$ cat config.mk
export PLATFORM = sky130hd
export DESIGN_NAME = fib_call_driver
export DESIGN_NICKNAME = d
export VERILOG_FILES = /design/src/rtl/fib_pkg.sv /design/src/rtl/fib_lat_counter.sv /design/src/rtl/fib_call_driver.sv
export SDC_FILE = /design/constraint.sdc
export NUM_CORES = 1
export LEC_CHECK = 0
export BUFFER_PORTS_ARGS = -buffer_cell sky130_fd_sc_hd__clkbuf_2
export CAP_MARGIN = 15
export CORE_UTILIZATION = 35
export DETAILED_ROUTE_END_ITERATION = 7
export SLEW_MARGIN = 20
export SYNTH_ARGS = -nofsm -noshare
export SYNTH_HDL_FRONTEND = slang
export SYNTH_SLANG_ARGS = --single-unit
$ cat constraint.sdc
create_clock -name clk -period 2.7 [get_ports clk]
set_input_delay 0.27 -clock clk [delete_from_list [all_inputs] [get_ports clk]]
set_output_delay 0.27 -clock clk [all_outputs]
set_load 0.01 [all_outputs]
$ cat src/rtl/fib_pkg.sv
// Shared widths, argument payload and FSM state encoding for the Fibonacci kernel call driver.
package fib_pkg;

  localparam int unsigned FIB_N_W    = 6;
  localparam int unsigned FIB_DATA_W = 32;

  typedef struct packed {
    logic [FIB_N_W-1:0]    n;
    logic [FIB_DATA_W-1:0] a;
    logic [FIB_DATA_W-1:0] b;
  } fib_args_t;

  typedef enum logic [1:0] {
    IDLE   = 2'd0,
    LAUNCH = 2'd1,
    WAIT   = 2'd2,
    RESP   = 2'd3
  } fib_drv_state_e;

endpackage

$ cat src/rtl/fib_lat_counter.sv
// Saturating latency counter with synchronous clear/enable and a terminal-count compare.
module fib_lat_counter
  import fib_pkg::*;
#(
  parameter int unsigned W    = 16,
  parameter int unsigned TERM = 256
) (
  input  logic         clk,
  input  logic         rst,
  input  logic         clr,
  input  logic         en,
  output logic [W-1:0] count,
  output logic         term_c
);

  logic [W-1:0] count_q;
  logic [W-1:0] count_d;

  // Clear wins over enable; increments stop at all-ones.
  always_comb begin
    count_d = count_q;
    if (clr) begin
      count_d = '0;
    end else if (en && (count_q != {W{1'b1}})) begin
      count_d = count_q + W'(1);
    end
  end

  always_ff @(posedge clk) begin
    if (rst) begin
      count_q <= '0;
    end else begin
      count_q <= count_d;
    end
  end

  assign count  = count_q;
  // TERM is truncated to W bits, so keep TERM below 2**W.
  assign term_c = (count_q == W'(TERM));

endmodule

$ cat src/rtl/fib_call_driver.sv
// One-call-at-a-time request/response driver for the Fibonacci kernel, reporting kernel latency.
// Optional watchdog enabled by defining FIB_DRIVER_TIMEOUT_EN.
module fib_call_driver
  import fib_pkg::*;
#(
  parameter int unsigned LAT_W          = 16,
  parameter int unsigned TIMEOUT_CYCLES = 256
) (
  input  logic                  clk,
  input  logic                  rst,
  input  logic                  req_valid,
  output logic                  req_ready,
  input  logic [FIB_N_W-1:0]    req_n,
  input  logic [FIB_DATA_W-1:0] req_a,
  input  logic [FIB_DATA_W-1:0] req_b,
  output logic                  resp_valid,
  input  logic                  resp_ready,
  output logic [FIB_DATA_W-1:0] resp_result,
  output logic [LAT_W-1:0]      resp_lat,
  output logic                  resp_err,
  output logic                  k_r_enable,
  output logic [FIB_N_W-1:0]    k_n,
  output logic [FIB_DATA_W-1:0] k_a,
  output logic [FIB_DATA_W-1:0] k_b,
  input  logic                  k_w_enable,
  input  logic [FIB_DATA_W-1:0] k_result
);

  fib_drv_state_e        state_q,       state_d;
  fib_args_t             args_q,        args_d;
  logic                  req_ready_q,   req_ready_d;
  logic                  resp_valid_q,  resp_valid_d;
  logic [FIB_DATA_W-1:0] resp_result_q, resp_result_d;
  logic [LAT_W-1:0]      resp_lat_q,    resp_lat_d;
  logic                  resp_err_q,    resp_err_d;
  logic                  k_r_enable_q,  k_r_enable_d;

  logic                  cnt_clr_c;
  logic                  cnt_en_c;
  logic                  cnt_term_c;
  logic [LAT_W-1:0]      cnt_val;

  fib_lat_counter #(
    .W    (LAT_W),
    .TERM (TIMEOUT_CYCLES)
  ) u_lat_counter (
    .clk    (clk),
    .rst    (rst),
    .clr    (cnt_clr_c),
    .en     (cnt_en_c),
    .count  (cnt_val),
    .term_c (cnt_term_c)
  );

`ifndef FIB_DRIVER_TIMEOUT_EN
  logic unused_cnt_term;
  assign unused_cnt_term = cnt_term_c;
`endif

  // Next-state and registered-output logic; k_w_enable is only trusted in WAIT.
  always_comb begin
    state_d       = state_q;
    args_d        = args_q;
    resp_valid_d  = resp_valid_q;
    resp_result_d = resp_result_q;
    resp_lat_d    = resp_lat_q;
    resp_err_d    = resp_err_q;
    k_r_enable_d  = 1'b0;
    cnt_clr_c     = 1'b0;
    cnt_en_c      = 1'b0;

    unique case (state_q)
      IDLE: begin
        if (req_valid && req_ready_q) begin
          args_d       = '{n: req_n, a: req_a, b: req_b};
          k_r_enable_d = 1'b1;
          state_d      = LAUNCH;
        end
      end

      LAUNCH: begin
        cnt_clr_c = 1'b1;
        state_d   = WAIT;
      end

      WAIT: begin
        if (k_w_enable) begin
          resp_result_d = k_result;
          resp_lat_d    = cnt_val;
          resp_err_d    = 1'b0;
          resp_valid_d  = 1'b1;
          state_d       = RESP;
        end
`ifdef FIB_DRIVER_TIMEOUT_EN
        else if (cnt_term_c) begin
          resp_result_d = '0;
          resp_lat_d    = LAT_W'(TIMEOUT_CYCLES);
          resp_err_d    = 1'b1;
          resp_valid_d  = 1'b1;
          state_d       = RESP;
        end
`endif
        else begin
          cnt_en_c = 1'b1;
        end
      end

      RESP: begin
        if (resp_ready) begin
          resp_valid_d = 1'b0;
          state_d      = IDLE;
        end
      end
    endcase

    req_ready_d = (state_d == IDLE);
  end

  always_ff @(posedge clk) begin
    if (rst) begin
      state_q       <= IDLE;
      args_q        <= '0;
      req_ready_q   <= 1'b0;
      resp_valid_q  <= 1'b0;
      resp_result_q <= '0;
      resp_lat_q    <= '0;
      resp_err_q    <= 1'b0;
      k_r_enable_q  <= 1'b0;
    end else begin
      state_q       <= state_d;
      args_q        <= args_d;
      req_ready_q   <= req_ready_d;
      resp_valid_q  <= resp_valid_d;
      resp_result_q <= resp_result_d;
      resp_lat_q    <= resp_lat_d;
      resp_err_q    <= resp_err_d;
      k_r_enable_q  <= k_r_enable_d;
    end
  end

  assign req_ready   = req_ready_q;
  assign resp_valid  = resp_valid_q;
  assign resp_result = resp_result_q;
  assign resp_lat    = resp_lat_q;
  assign resp_err    = resp_err_q;
  assign k_r_enable  = k_r_enable_q;
  assign k_n         = args_q.n;
  assign k_a         = args_q.a;
  assign k_b         = args_q.b;

endmodule

==> out/metrics.csv <==
metric,value,unit
max_freq,495,MHz
nets,956,
rrSetupSlack,0.68,ns
slowest_stage,or4_4,
critical_path_buf_inv_count,0,
coreArea,13900,sq um
grt_pass1_vias,4374,
critPathKind,register to register,
post_synth_xor_area_fraction,0,%
numCtsBuffers,17,
synth_nets,748,
fin_crit,2.02,ns
cp_data_arrival_time,2.36,ns
fillers,1395,
synth_cell_type_count,31,
tns,0,ns
max-vdd-ir-drop,0.479,mV
synth_compound_area_share,15.2,%
rr_endpoint,u_lat_counter.count[11]$_SDFFE_PP0P_,
hold_class,input pin to register,
p_leak,2.95,nW
design_area,6990,sq um
portBuffers,227,
track_usage,18.2,%
hold_viol,0,
status,finished clean,
antenna_found_initial,0,
avgSynthCellArea,7.87,sq um
cts_num_sinks,139,
slew_headroom,35.7,%
path_clk_slew,0.06,ns
drive_gt1_share,31.6,%
setup_viol,0,
dieHeight,122,microns
worst-slew-pin-transition,0.965,ns
rows,43,
antenna_cells,0,
synth_top_family_by_area,simple AND/OR/NAND/NOR gates,
cts_resized,0,
rr_startpoint,state_q[1]$_SDFF_PP0_,
critPathLaunchType,register,
placed_cells,1009,
die_area,14900,sq um
wl,13600,microns
power_density,759,nW/um^2
drtPass1Iterations,4,
ys_warn_count,0,
final_common_cell,nand2_1,
holdBufCountCts,0,
pre_cts_ws,0.689,ns
instances_no_fill,1041,
ys_seq_area_share,55.3,%
clk_latency,0.41,ns
min-delay-start,req_b[11],
drt_iter0_markers,243,
vias,4843,
hpwl,9160,microns
syn-cell-area,5040,sq um
max_stage_delay,0.57,ns
ios,229,
maxCapViolCount,0,
synth_adder_area_share,0.248,%
ys_ff_latch,139,
maxSlewViolCount,0,
wl_per_cell,13.0,microns
ant_nets,0,
skew,0.00705,ns
htree_levels,4,
clockBufferDepth,2,
gp_congestion,0.762,
dpl-instance-area,6310,sq um
fin_ws,0.682,ns
die_x,122,microns
cpLargestDelayFamily,simple AND/OR/NAND/NOR gates,
syn_to_final_growth,38.9,%
layout_common_cells,"244 x nand2_1, 226 x clkbuf_2, 139 x dfxtp_1, 131 x a21oi_1, 17 x clkbuf_16",
reg2regPathDepth,4,
path_max_fanout,14,
postSynthCellCount,640,
cts_tree,built,
vias_per_cell,4.65,
finalCritPeriodShare,74.7,%
clock-root-buffer,clkbuf_16,
grt_max_degree,71,
crit_chain,or3b_4 > or4_4 > or3_1 > a21oi_1,
grt_pass1_wl,21100,microns
rsz0062_at_grt,false,
initial_core_util,36.1,%
post-route-drc-count,0,
end_kind,register,
grt_overflow,0,
synth_simple_gate_area_share,24.6,%
p_total,5.31,mW
hold_end,k_b[11]$_SDFFE_PP0P_,
post-cts-setup-buffer-count,0,
whs_path_depth,3,
cp_data_required_time,3.04,ns
synthMuxAreaShare,0.795,%
## final cells by class
class | instances | area, sq um | share of cell area (%)
Multi-Input combinational cell | 452 | 2070 | 29.6
Clock buffer | 21 | 470 | 6.73
Sequential cell | 139 | 2780 | 39.8
Inverter | 4 | 15.0 | 0.215
Timing Repair Buffer | 234 | 1220 | 17.4
Tap cell | 180 | 225 | 3.22
Clock inverter | 11 | 213 | 3.04
## worst min-delay path, cell delays in order
cell and delay, ns:
clkbuf_2 0.08, nand2_1 0.04, a21oi_1 0.05
## where the power goes
part / internal, mW / switching [mW]
sequential: 2.14 / 0.0447
clock: 1.81 / 0.863
combinational: 0.181 / 0.276
total: 4.12 / 1.18
## sequential cells by signal, summed over array words and instances, names as in the netlist
| register | cells |
|---|---|
| k_a | 32 |
| k_r_enable | 1 |
| req_ready | 1 |
| resp_valid | 1 |
| resp_result | 32 |
| u_lat_counter.count | 16 |
| state_q | 2 |
| k_b | 32 |
| resp_lat | 16 |
| k_n | 6 |
## routing by layer
layer / track usage, % / share of wire, % / wire, microns / vias up
met3: 6.98 / 8.0 / 1090 / 13
li1: - / - / - / 2535
met1: 22.2 / 44 / 6030 / 2135
met4: 6.56 / 1.3 / 181 / 0
met5: 0 / 0 / 0 / -
met2: 29.1 / 46 / 6260 / 160
## per-stage QoR
stage | hold WS [ns] | utilization (%)
final | 0.0751 | 50.2
after global routing | 0.0642 | 50.2
after CTS | 0.0544 | 50.2
after detailed placement | 0.446 | 45.3
after global placement | 0.442 | 45.3
after floorplan | 0.406 | -
## how the worst max path moves through the flow
stage	startpoint	to	slack [ns]	cells past startpoint
2_1_floorplan	state_q[0]$_SDFF_PP0_	u_lat_counter.count[11]$_SDFFE_PP0P_	0.84	5
3_3_place_gp	state_q[1]$_SDFF_PP0_	u_lat_counter.count[11]$_SDFFE_PP0P_	0.71	4
3_5_place_dp	state_q[1]$_SDFF_PP0_	u_lat_counter.count[15]$_SDFFE_PP0P_	0.69	4
4_1_cts	state_q[1]$_SDFF_PP0_	u_lat_counter.count[11]$_SDFFE_PP0P_	0.68	4
5_1_grt	state_q[1]$_SDFF_PP0_	u_lat_counter.count[15]$_SDFFE_PP0P_	0.53	4
6_report	state_q[1]$_SDFF_PP0_	u_lat_counter.count[11]$_SDFFE_PP0P_	0.68	4
## synthesized netlist by cell type
cell	instances	area share, %
conb_1	1	0.074
nor2_1	9	0.67
and3_1	3	0.37
nand4_1	5	0.62
buf_4	1	0.15
a21oi_1	131	13
a21o_1	1	0.15
or4_1	6	0.89
or3_1	6	0.75
mux2i_1	4	0.80
nand3_1	7	0.70
o21a_1	2	0.30
dfxtp_1	139	55
ha_1	1	0.25
a211oi_1	1	0.15
nor3_1	8	0.80
or2_2	1	0.12
a31oi_1	1	0.12
inv_1	4	0.30
o41ai_1	1	0.17
or4_4	1	0.22
buf_6	1	0.22
nor4_1	3	0.37
o31ai_1	4	0.60
or3b_4	1	0.22
nor3b_1	1	0.15
nand2b_1	4	0.50
clkbuf_1	43	3.2
o21ai_0	5	0.50
nand2_1	244	18
o311ai_0	1	0.17
## logic make-up after synthesis
kind of cell / Yosys count
multiplexers: 4
other: 1
adder cells (fa/ha/maj): 1
flip-flops: 139
buffers and inverters: 49
AND/OR/NAND/NOR: 299
AO/OA/AOI/OAI: 147
Note: power is estimated with default switching activity, not from simulation.
